File: src/rtl/io_input_scheduler_if.sv
// rtl/io_input_scheduler_if.sv - processor-side input word request and interrupt handshake
interface io_input_scheduler_if #(
  parameter int WIDTH = 15
);
  logic             in_req;
  logic             in_ack;
  logic [WIDTH-1:0] in_data;
  logic             irq;
  logic             irq_ack;

  modport master (output in_req, output irq_ack, input in_ack, input in_data, input irq);
  modport slave  (input in_req, input irq_ack, output in_ack, output in_data, output irq);
endinterface

File: src/rtl/io_input_scheduler.sv
// rtl/io_input_scheduler.sv - debounced enter/interrupt buttons feeding a switch-word capture FSM
module io_input_scheduler #(
  parameter int          WIDTH    = 15,
  parameter logic [15:0] DEBOUNCE = 16'd50000
) (
  input  logic                clock,
  input  logic                reset,
  input  logic                enter,
  input  logic                interruption,
  input  logic [WIDTH-1:0]    switches,
  output logic                LED,
  io_input_scheduler_if.slave bus
);

  localparam logic [15:0] DEB_LAST = DEBOUNCE - 16'd1;

  typedef enum logic [1:0] {IDLE, WAIT_PRESS, WAIT_RELEASE, ACK} state_t;

  state_t           state, state_next;
  logic [1:0]       btn_s1, btn_s2, btn_lvl, btn_flip;  // bit 0 = enter, bit 1 = interruption
  logic [15:0]      btn_cnt [2];
  logic [WIDTH-1:0] sw_s1, sw_s2, data_q;
  logic             irq_q, capture;
  logic             enter_press, enter_release, intr_press;

  always_ff @(posedge clock) begin
    if (!reset) begin
      btn_s1 <= 2'b11;
      btn_s2 <= 2'b11;
      sw_s1  <= '0;
      sw_s2  <= '0;
    end else begin
      btn_s1 <= {interruption, enter};
      btn_s2 <= btn_s1;
      sw_s1  <= switches;
      sw_s2  <= sw_s1;
    end
  end

  // A flip fires on the edge where the mismatch count would reach DEBOUNCE.
  always_comb begin
    btn_flip = '0;
    for (int b = 0; b < 2; b++)
      btn_flip[b] = (btn_s2[b] != btn_lvl[b]) && (btn_cnt[b] == DEB_LAST);
  end

  always_ff @(posedge clock) begin
    for (int b = 0; b < 2; b++) begin
      if (!reset) begin
        btn_lvl[b] <= 1'b1;
        btn_cnt[b] <= '0;
      end else if (btn_flip[b]) begin
        btn_lvl[b] <= ~btn_lvl[b];
        btn_cnt[b] <= '0;
      end else if (btn_s2[b] != btn_lvl[b]) begin
        btn_cnt[b] <= btn_cnt[b] + 16'd1;
      end else begin
        btn_cnt[b] <= '0;
      end
    end
  end

  assign enter_press   = btn_flip[0] &  btn_lvl[0];
  assign enter_release = btn_flip[0] & ~btn_lvl[0];
  assign intr_press    = btn_flip[1] &  btn_lvl[1];

  always_ff @(posedge clock) begin
    if (!reset) state <= IDLE;
    else        state <= state_next;
  end

  always_comb begin
    state_next = state;
    capture    = 1'b0;
    LED        = 1'b0;
    bus.in_ack = 1'b0;
    case (state)
      IDLE: begin
        if (bus.in_req) state_next = WAIT_PRESS;
      end
      WAIT_PRESS: begin
        LED = 1'b1;
        if (!bus.in_req) begin
          state_next = IDLE;
        end else if (enter_press) begin
          capture    = 1'b1;
          state_next = WAIT_RELEASE;
        end
      end
      WAIT_RELEASE: begin
        if (!bus.in_req)        state_next = IDLE;
        else if (enter_release) state_next = ACK;
      end
      ACK: begin
        bus.in_ack = 1'b1;
        state_next = IDLE;
      end
      default: state_next = IDLE;
    endcase
  end

  // A press in the same cycle as irq_ack wins so that interrupt is not lost.
  always_ff @(posedge clock) begin
    if (!reset) begin
      data_q <= '0;
      irq_q  <= 1'b0;
    end else begin
      if (capture) data_q <= sw_s2;
      if (intr_press)       irq_q <= 1'b1;
      else if (bus.irq_ack) irq_q <= 1'b0;
    end
  end

  assign bus.in_data = data_q;
  assign bus.irq     = irq_q;

endmodule
File: src/flat_wrapper.sv
// flat-port wrapper written by rule: the top's interface ports become plain ports
module io_input_scheduler_flat 
#(
  parameter int          WIDTH    = 15,
  parameter logic [15:0] DEBOUNCE = 16'd50000
)
  (clock, reset, enter, interruption, switches, LED, bus_in_req, bus_irq_ack, bus_in_ack, bus_in_data, bus_irq);
  io_input_scheduler_if #(.WIDTH(WIDTH)) bus_i ();
  input  logic clock;
  input  logic reset;
  input  logic enter;
  input  logic interruption;
  input  logic [WIDTH-1:0] switches;
  output logic LED;
  input wire logic [$bits(bus_i.in_req)-1:0] bus_in_req;
  input wire logic [$bits(bus_i.irq_ack)-1:0] bus_irq_ack;
  output wire logic [$bits(bus_i.in_ack)-1:0] bus_in_ack;
  output wire logic [$bits(bus_i.in_data)-1:0] bus_in_data;
  output wire logic [$bits(bus_i.irq)-1:0] bus_irq;
  assign bus_i.in_req = bus_in_req;
  assign bus_i.irq_ack = bus_irq_ack;
  assign bus_in_ack = bus_i.in_ack;
  assign bus_in_data = bus_i.in_data;
  assign bus_irq = bus_i.irq;
  io_input_scheduler #(.WIDTH(WIDTH), .DEBOUNCE(DEBOUNCE)) u_core (.clock(clock), .reset(reset), .enter(enter), .interruption(interruption), .switches(switches), .LED(LED), .bus(bus_i));
endmodule
File: config.mk
export PLATFORM = sky130hd
export DESIGN_NAME = io_input_scheduler_flat
export DESIGN_NICKNAME = d
export VERILOG_FILES = /design/src/rtl/io_input_scheduler_if.sv /design/src/rtl/io_input_scheduler.sv /design/src/flat_wrapper.sv
export SDC_FILE = /design/constraint.sdc
export NUM_CORES = 1
export LEC_CHECK = 0
export CORE_ASPECT_RATIO = 2
export CORE_MARGIN = 3
export CORE_UTILIZATION = 50
export DETAILED_ROUTE_END_ITERATION = 10
export PLACE_DENSITY = 0.72
export SYNTH_ARGS = -nofsm -noshare
export SYNTH_HDL_FRONTEND = slang
export SYNTH_SLANG_ARGS = --single-unit
export TNS_END_PERCENT = 5
File: constraint.sdc
create_clock -name clock -period 2.48 [get_ports clock]
set_clock_uncertainty 0.05 [all_clocks]
set_input_delay 0.496 -clock clock [delete_from_list [all_inputs] [get_ports clock]]
set_output_delay 0.496 -clock clock [all_outputs]
set_load 0.01 [all_outputs]
==> flow_summary.yaml, run 1 <==
route:
  ant_nets: 0
  avgViaCountPerCell: 4.82
  vias: 2339
  dr.first_iter.drc_count: 174
  first_pass_iters: 4
  drc_errors: 0
  wl_per_cell_um: 12.3
  routed_wl_mm: 5.95
timing:
  fin_tns_setup_ps: 0
  drv_slew: 0
  max_clock_freq_mhz: 464
  setup_violations: 0
  slew_headroom_pct: 61.6
  min_period_ps: 2160
  final-hold-violation-count: 0
  fin_crit_sh_pct: 87.0
  rsz0062_at_grt: "false"
  worstMarginPinSlew_ps: 576
cts:
  cts_tree: "built"
  clk_latency_ps: 330
  ctsRootBufferMaster: "clkbuf_16"
  post_cts_buffers: 0
  htreeDepth: 3
  cts_buffers: 9
  cts_buffer_depth: 2
  cts-hold-fix-buffers: 0
  clk_pin_slew_ps: 60
  cts_sinks: 86
  cts_resized: 0
global_routing:
  grt-ovfl-total: 0
  grt_util_met1_pct: 19.2
  grt_max_degree: 71
  grt_pass1_vias: 2387
  top_usage_layer: "met2"
  gr-usage-all-layers_pct: 17.0
  grt_antenna_before_repair: 0
  grt_pass1_wl_mm: 10.7
  gr-usage-met2_pct: 28.9
  grtUsageMet3_pct: 4.15
final_layout:
  antenna_cells: 0
  drive_gt1_share_pct: 6.80
  fin_area_sq_um: 4350
  syn2layout_area_growth_pct: 23.7
  stdcell_count: 485
  fillers: 594
  nets: 415
floorplanning:
  initial_utilization_pct: 52.3
  die_h_um: 125
  io_pins: 39
  die-area_sq_um: 8140
  rows: 42
  die_w_um: 65.3
  coreArea_sq_um: 6730
synthesis:
  synth_compound_area_share_pct: 1.07
  syn_area_sq_um: 3520
  synth_top_family_by_area: "simple AND/OR/NAND/NOR gates"
  seq_area_frac_synth_pct: 58.0
  ys_warn_count: 0
  synth_mux_area_share_pct: 4.83
  yosys.cell_types.count: 40
  synthFlopType: "dfxtp_1"
  synth_adder_area_share_pct: 0.711
  syn_avg_cell_area_sq_um: 11.0
  synth_cells: 321
  synthSimpleGateAreaFrac_pct: 25.5
  async_flop_share_pct: 0
  synth_edf_count: 32
  synth-xor-area-share_pct: 7.22
  ys_ff_latch: 86
placement:
  dp_cells: 469
  place_area_sq_um: 4080
  gp_congestion: 0.798
  hpwl_mm: 4.23
  port_buffers: 38
pwr:
  pwr-share-clk_pct: 41.9
  p_total_mw: 2.87
  combPwrFrac_pct: 4.1
  power.net_switching_uw: 584
  p_int_mw: 2.29
  ir_drop_mv: 0.457
  p_leak_nw: 1.59
  cellPowerDensity_nw_per_um2: 659
  seqPwrFrac_pct: 53.9
  swShare_pct: 20.4
worst_setup_path:
  crit_path_end_kind: "flop"
  cp_slowest_cell: "or4_4"
  path_max_fanout: 15
  criticalPathCategory: "flop to flop"
  cp.arrival_ps: 2190
  cp.required_ps: 2510
  start_kind: "flop"
  slowest_delay_ps: 570
  worstPathCellList: "or4_1 -> or4_4 -> nand3_4 -> nor2_1"
run:
  max_cap_violations: 0
hold_path:
  hold_class: "flop to flop"
status:
  status: "completed"
cell usage in the layout (no fill, tap or decap), drive strengths merged:
master and instances:
nand4 7, clkdlybuf4s50 37, nor3 3, nand3 15, o21a 1, xor2 15
and4bb 1, inv 9, nor3b 1, and3 3, and4 4, mux2i 17
nand3b 1, or3 2, and2 31, edfxtp 32, buf 5, dfxtp 54
and3b 1, a21oi 4, nand2b 6, nor4 6, nor2 35, or4 2
o21ai 2, nand4b 1, clkbuf 13, conb 32, nand4bb 1, nand2 37
ha 2, or3b 1, nor2b 2, xnor2 14
final cells by class:
cell class / count / area [sq um] / area share [%]
clock buffers: 13 / 250 / 5.75
clock inverters: 3 / 18.8 / 0.431
inverters: 6 / 22.5 / 0.517
multi-input cells: 247 / 1500 / 34.6
flip-flops and latches: 86 / 2040 / 46.9
well taps: 88 / 110 / 2.53
repair buffers: 42 / 405 / 9.31
critical path, delay by kind of cell, from the launching register on:
family | cells | cell delay [ps]
and+or+nand+nor | 4 | 1410
DFF | 1 | 450
per-layer routing:
metal | vias up | wire length (um)
li1 | 1197 | -
met1 | 1103 | 2350
met2 | 31 | 3320
met3 | 8 | 157
met4 | 0 | 113
met5 | - | 0
kinds of logic (layout without fill, tap and decap cells):
logic type | count (synthesis) | after routing
xor gates and xnor gates | 29 | 29
muxes | 17 | 17
and+or+nand+nor | 160 | 160
adders and majority gates | 2 | 2
other | 1 | 32
DFF | 86 | 86
buffers and inverters | 19 | 64
AOI/OAI and AO/OA | 7 | 7
sequential cells by signal (all words and copies together) (netlist names):
signal,flops
u_core.btn_cnt,32
u_core.bus.in_data,15
u_core.sw_s1,15
u_core.sw_s2,15
u_core.btn_lvl,2
u_core.btn_s1,2
u_core.btn_s2,2
u_core.state,2
u_core.bus.irq,1
Yosys cell counts (6+ instances only):
| master | number | area, sq um |
|---|---|---|
| and2_1 | 31 | 194 |
| clkbuf_1 | 9 | 33.8 |
| dfxtp_1 | 54 | 1080 |
| edfxtp_1 | 32 | 961 |
| inv_1 | 6 | 22.5 |
| mux2i_1 | 17 | 170 |
| nand2_1 | 37 | 139 |
| nand2b_1 | 6 | 37.5 |
| nand3_1 | 14 | 70.1 |
| nand4_1 | 6 | 37.5 |
| nor2_1 | 35 | 131 |
| xnor2_1 | 14 | 123 |
| xor2_1 | 15 | 131 |
power groups by stage:
stage,clock (mW),combinational (mW),sequential [mW]
3_3_place_gp,0,0.117,1.57
4_1_cts,1.24,0.120,1.55
3_5_place_dp,0,0.118,1.58
6_report,1.20,0.119,1.55
5_1_grt,1.29,0.138,1.55
2_1_floorplan,0,0.0780,1.57
final timing paths:
path                                      startpoint              endpoint  slack, ps  cells after the start
worst max-delay path            u_core.btn_cnt[1][5]  u_core.btn_cnt[1][9]        320                      4
worst min-delay path                u_core.btn_s1[0]      u_core.btn_s2[0]        360                      1
worst max register to register  u_core.btn_cnt[1][5]  u_core.btn_cnt[1][9]        320                      4
worst min register to register      u_core.btn_s1[0]      u_core.btn_s2[0]        360                      1
stage by stage:
stage	util, %	hold slack, ps	setup WS, ps
detailed placement	60.7	352	313
floorplan	-	336	383
CTS	64.7	367	314
global placement	60.7	344	376
global route	64.7	378	205
finish	64.7	360	324
Note: power is estimated with default switching activity, not from simulation.
==> run 2: changes to the inputs <==
==> constraint.sdc (replaced) <==
create_clock -name clock -period 2.5 [get_ports clock]
set_clock_uncertainty 0.05 [all_clocks]
set_input_delay 0.5 -clock clock [delete_from_list [all_inputs] [get_ports clock]]
set_output_delay 0.5 -clock clock [all_outputs]
set_load 0.01 [all_outputs]
==> flow_summary.yaml, run 2 (synthesis gave the netlist of run 1 again) <==
status:
  status: "completed"
route:
  avgViaCountPerCell: 4.80
  wl_per_cell_um: 12.5
  ant_nets: 0
  dr.first_iter.drc_count: 139
  routed_wl_mm: 6.07
  vias: 2331
  first_pass_iters: 4
  drc_errors: 0
cts:
  clk_latency_ps: 340
  cts_resized: 0
  post_cts_buffers: 0
  cts_buffer_depth: 2
  cts_tree: "built"
  cts_buffers: 9
  cts_sinks: 86
  cts-hold-fix-buffers: 0
  clk_pin_slew_ps: 60
  ctsRootBufferMaster: "clkbuf_16"
  htreeDepth: 3
pwr:
  ir_drop_mv: 0.375
  p_leak_nw: 1.61
  p_total_mw: 3.03
  cellPowerDensity_nw_per_um2: 687
final_layout:
  final_common_cell: "dfxtp_1"
  layout_common_cells: "dfxtp_1 (54), nand2_1 (37), clkdlybuf4s50_1 (37)"
  drive_gt1_share_pct: 7.54
  largest_register_ffs: 32
  nets: 416
  syn2layout_area_growth_pct: 25.2
  top_register: "u_core.btn_cnt"
  antenna_cells: 0
worst_setup_path:
  critPathLaunch: "u_core.btn_cnt[1][5]"
  criticalPathCategory: "flop to flop"
  cp.arrival_ps: 2220
  cp_slowest_cell: "or4_4"
  cp.required_ps: 2540
  reg2regPathDepth: 4
  worstPathCellList: "or4_1 -> or4_4 -> nand3_4 -> nor2_1"
  path_max_fanout: 15
  path_depth: 4
  cp_top_family: "simple AND/OR/NAND/NOR gates"
  start_kind: "flop"
  worst-path-buf-inv: 0
  r2r_slack_ps: 320
  crit_end: "u_core.btn_cnt[1][5]"
  crit_path_end_kind: "flop"
  r2r-end: "u_core.btn_cnt[1][5]"
  timing.rr.start: "u_core.btn_cnt[1][5]"
  slowest_delay_ps: 570
global_routing:
  grt_pass1_vias: 2309
  gr-usage-all-layers_pct: 16.5
  grt_util_met1_pct: 18.1
  grt_pass1_wl_mm: 10.4
  gr-usage-met2_pct: 28.5
  grtUsageMet3_pct: 3.88
  grt-ovfl-total: 0
  grt_max_degree: 34
  top_usage_layer: "met2"
  grt_antenna_before_repair: 0
run:
  max_cap_violations: 0
floorplanning:
  initial_utilization_pct: 52.3
  die_h_um: 125
  io_pins: 39
  die-area_sq_um: 8140
  coreArea_sq_um: 6730
  rows: 42
  die_w_um: 65.3
hold_path:
  worstHoldStart: "u_core.btn_s1[1]"
  hold_class: "flop to flop"
timing:
  final-hold-violation-count: 0
  fin_tns_setup_ps: 0
  rsz0062_at_grt: "false"
  min_period_ps: 2180
  setup_slack_ps: 317
  fin_crit_sh_pct: 87.3
  max_clock_freq_mhz: 458
  setup_violations: 0
  drv_slew: 0
placement:
  hpwl_mm: 4.35
  gp_congestion: 0.845
  dp_slack_ps: 337
  port_buffers: 38
run 2: cell types whose count changed in the layout (fill, tap and decap cells not counted):
cell and change:
buf_4 +1, bufinv_16 +1, clkbuf_1 -3, clkbuf_16 +1, clkbuf_8 -1, clkinv_1 +1
clkinv_2 +1, clkinv_4 +1, inv_4 -3, inv_6 +2
run 2: through the flow:
step | cell area [sq um] | hold WS, ps | cells | utilization [%]
3_3_place_gp | 4090 | 347 | 470 | 60.8
2_1_floorplan | 3640 | 336 | 352 | -
6_report | 4410 | 359 | 486 | 65.5
5_1_grt | 4410 | 381 | 486 | 65.5
4_1_cts | 4410 | 358 | 486 | 65.5
3_5_place_dp | 4090 | 343 | 470 | 60.8
run 2: cell type report:
class                      count  area [sq um]
fill                         591          2320
sequential                    86          2040
multi-input combinational    247          1500
timing repair buffer          43           413
clock buffer                  10           250
tap                           88           110
clock inverter                 6          65.1
inverter                       6          22.5
run 2: power breakdown:
| group | internal (mW) | switching [mW] |
|---|---|---|
| Combinational | 0.0654 | 0.0543 |
| Clock | 0.837 | 0.535 |
| Sequential | 1.50 | 0.0347 |
run 2: worst min path at each step:
stage	to	slack, ps	cells after the start
2_1_floorplan	u_core.btn_s2[0]	340	1
3_3_place_gp	u_core.btn_s2[1]	350	1
3_5_place_dp	u_core.btn_s2[1]	340	1
4_1_cts	u_core.btn_s2[1]	360	1
5_1_grt	u_core.btn_s2[1]	380	1
6_report	u_core.btn_s2[1]	360	1
run 2: per-layer routing:
| metal | share of wire, % | vias to the layer above |
|---|---|---|
| met5 | 0 | - |
| met4 | 2.5 | 0 |
| met3 | 3.0 | 13 |
| met2 | 55 | 38 |
| met1 | 40 | 1085 |
| li1 | - | 1195 |
==> run 3: changes to the inputs <==
--- a/config.mk
+++ b/config.mk
@@ -5,8 +5,8 @@
 export SDC_FILE = /design/constraint.sdc
 export NUM_CORES = 1
 export LEC_CHECK = 0
+export CAP_MARGIN = 20
 export CORE_ASPECT_RATIO = 2
-export CORE_MARGIN = 3
 export CORE_UTILIZATION = 50
 export DETAILED_ROUTE_END_ITERATION = 10
 export PLACE_DENSITY = 0.72
==> flow_summary.yaml, run 3 (synthesis gave the netlist of run 1 again) <==
worst_setup_path:
  cp.required_ps: 2530
  slowest_delay_ps: 570
  cp.arrival_ps: 2190
  reg2regPathDepth: 4
  r2r-end: "u_core.btn_cnt[1][13]"
  crit_path_end_kind: "flop"
  r2r_slack_ps: 340
  timing.rr.start: "u_core.btn_cnt[1][5]"
  worstPathCellList: "or4_1 -> or4_4 -> nand3_4 -> nor2_1"
  criticalPathCategory: "flop to flop"
  start_kind: "flop"
  cp_slowest_cell: "or4_4"
  path_max_fanout: 15
pwr:
  cellPowerDensity_nw_per_um2: 666
  p_leak_nw: 1.59
  p_total_mw: 2.91
  ir_drop_mv: 0.588
final_layout:
  drive_gt1_share_pct: 7.05
  largest_register_ffs: 32
  syn2layout_area_growth_pct: 24.1
  stdcell_count: 485
  antenna_cells: 0
  layout_common_cells: "dfxtp_1 (54), nand2_1 (37), clkdlybuf4s50_1 (37)"
  fillers: 595
  final_common_cell: "dfxtp_1"
  fin_util_pct: 65.0
  top_register: "u_core.btn_cnt"
  nets: 415
timing:
  rsz0062_at_grt: "false"
  hold_slack_ps: 365
  setup_violations: 0
  final-hold-violation-count: 0
  fin_tns_setup_ps: 0
  max_clock_freq_mhz: 463
  drv_slew: 0
  min_period_ps: 2160
  fin_crit_sh_pct: 86.4
route:
  vias: 2376
  ant_nets: 0
  dr.first_iter.drc_count: 109
  routed_wl_mm: 6.12
  drc_errors: 0
  first_pass_iters: 4
  avgViaCountPerCell: 4.90
  wl_per_cell_um: 12.6
run:
  max_cap_violations: 0
placement:
  gp_congestion: 0.789
  dp_cells: 469
  port_buffers: 38
  hpwl_mm: 4.28
cts:
  htreeDepth: 3
  cts_buffers: 9
  cts_sinks: 86
  cts-hold-fix-buffers: 0
  cts_tree: "built"
  post_cts_buffers: 0
  ctsRootBufferMaster: "clkbuf_16"
  clk_latency_ps: 330
  cts_resized: 0
  clk_pin_slew_ps: 60
  cts_buffer_depth: 2
global_routing:
  grt_pass1_vias: 2360
  grt_max_degree: 62
  grt_antenna_before_repair: 0
  grt_pass1_wl_mm: 10.2
  gr-usage-all-layers_pct: 19.2
  grt-ovfl-total: 0
hold_path:
  worstHoldPathCells: 1
  min_to: "u_core.btn_s2[0]"
  worstHoldStart: "u_core.btn_s1[0]"
  hold_class: "flop to flop"
floorplanning:
  die-area_sq_um: 7400
  die_w_um: 61.3
  rows: 42
  io_pins: 39
  initial_utilization_pct: 52.3
  coreArea_sq_um: 6730
  die_h_um: 121
status:
  status: "completed"
## run 3: changes by cell type in the layout (fill, tap and decap cells not counted), sizes merged
cell and delta:
buf -1, bufinv -1, clkbuf +1, inv -1
clkinv +1
## run 3: cell type report
type,instances,area (sq um),area share [%]
inverters,6,22.5,0.515
multi-input cells,247,1500,34.4
flip-flops and latches,86,2040,46.7
well taps,88,110,2.52
clock inverters,5,31.3,0.716
repair buffers,42,405,9.28
clock buffers,11,254,5.81
## run 3: worst max-delay path by stage
stage / start / endpoint / cells after the start
after floorplan: u_core.btn_cnt[1][5] / u_core.btn_cnt[1][9] / 5
after CTS: u_core.btn_cnt[0][0] / u_core.bus.in_data[5] / 6
after global routing: u_core.btn_cnt[0][0] / u_core.bus.in_data[5] / 6
final: u_core.btn_cnt[1][5] / u_core.btn_cnt[1][13] / 4
after detailed placement: u_core.btn_cnt[1][5] / u_core.btn_cnt[1][13] / 4
after global placement: u_core.btn_cnt[1][5] / u_core.btn_cnt[1][10] / 4
## run 3: critical path, delay by kind of cell, from the launching register on
kind	cells	cell delay, ps
AND/OR/NAND/NOR	4	1400
flip-flops	1	450
## run 3: stage by stage
step	instance area (sq um)	worst slack, ps
after CTS	4370	336
final	4370	340
after global placement	4080	392
after global routing	4370	256
after detailed placement	4080	346
after floorplan	3640	403
## run 3: per-layer routing
| metal | global-route usage [%] | routed length [um] |
|---|---|---|
| met2 | 32.7 | 3360 |
| met1 | 20.5 | 2450 |
| met4 | 11.8 | 158 |
| met5 | 0 | 0 |
| met3 | 3.96 | 152 |
## run 3: report_power, final
group | switching [mW] | internal (mW) | leakage (nW)
Sequential | 0.0349 | 1.50 | 0.773
Clock | 0.524 | 0.732 | 0.142
Combinational | 0.0538 | 0.0643 | 0.678
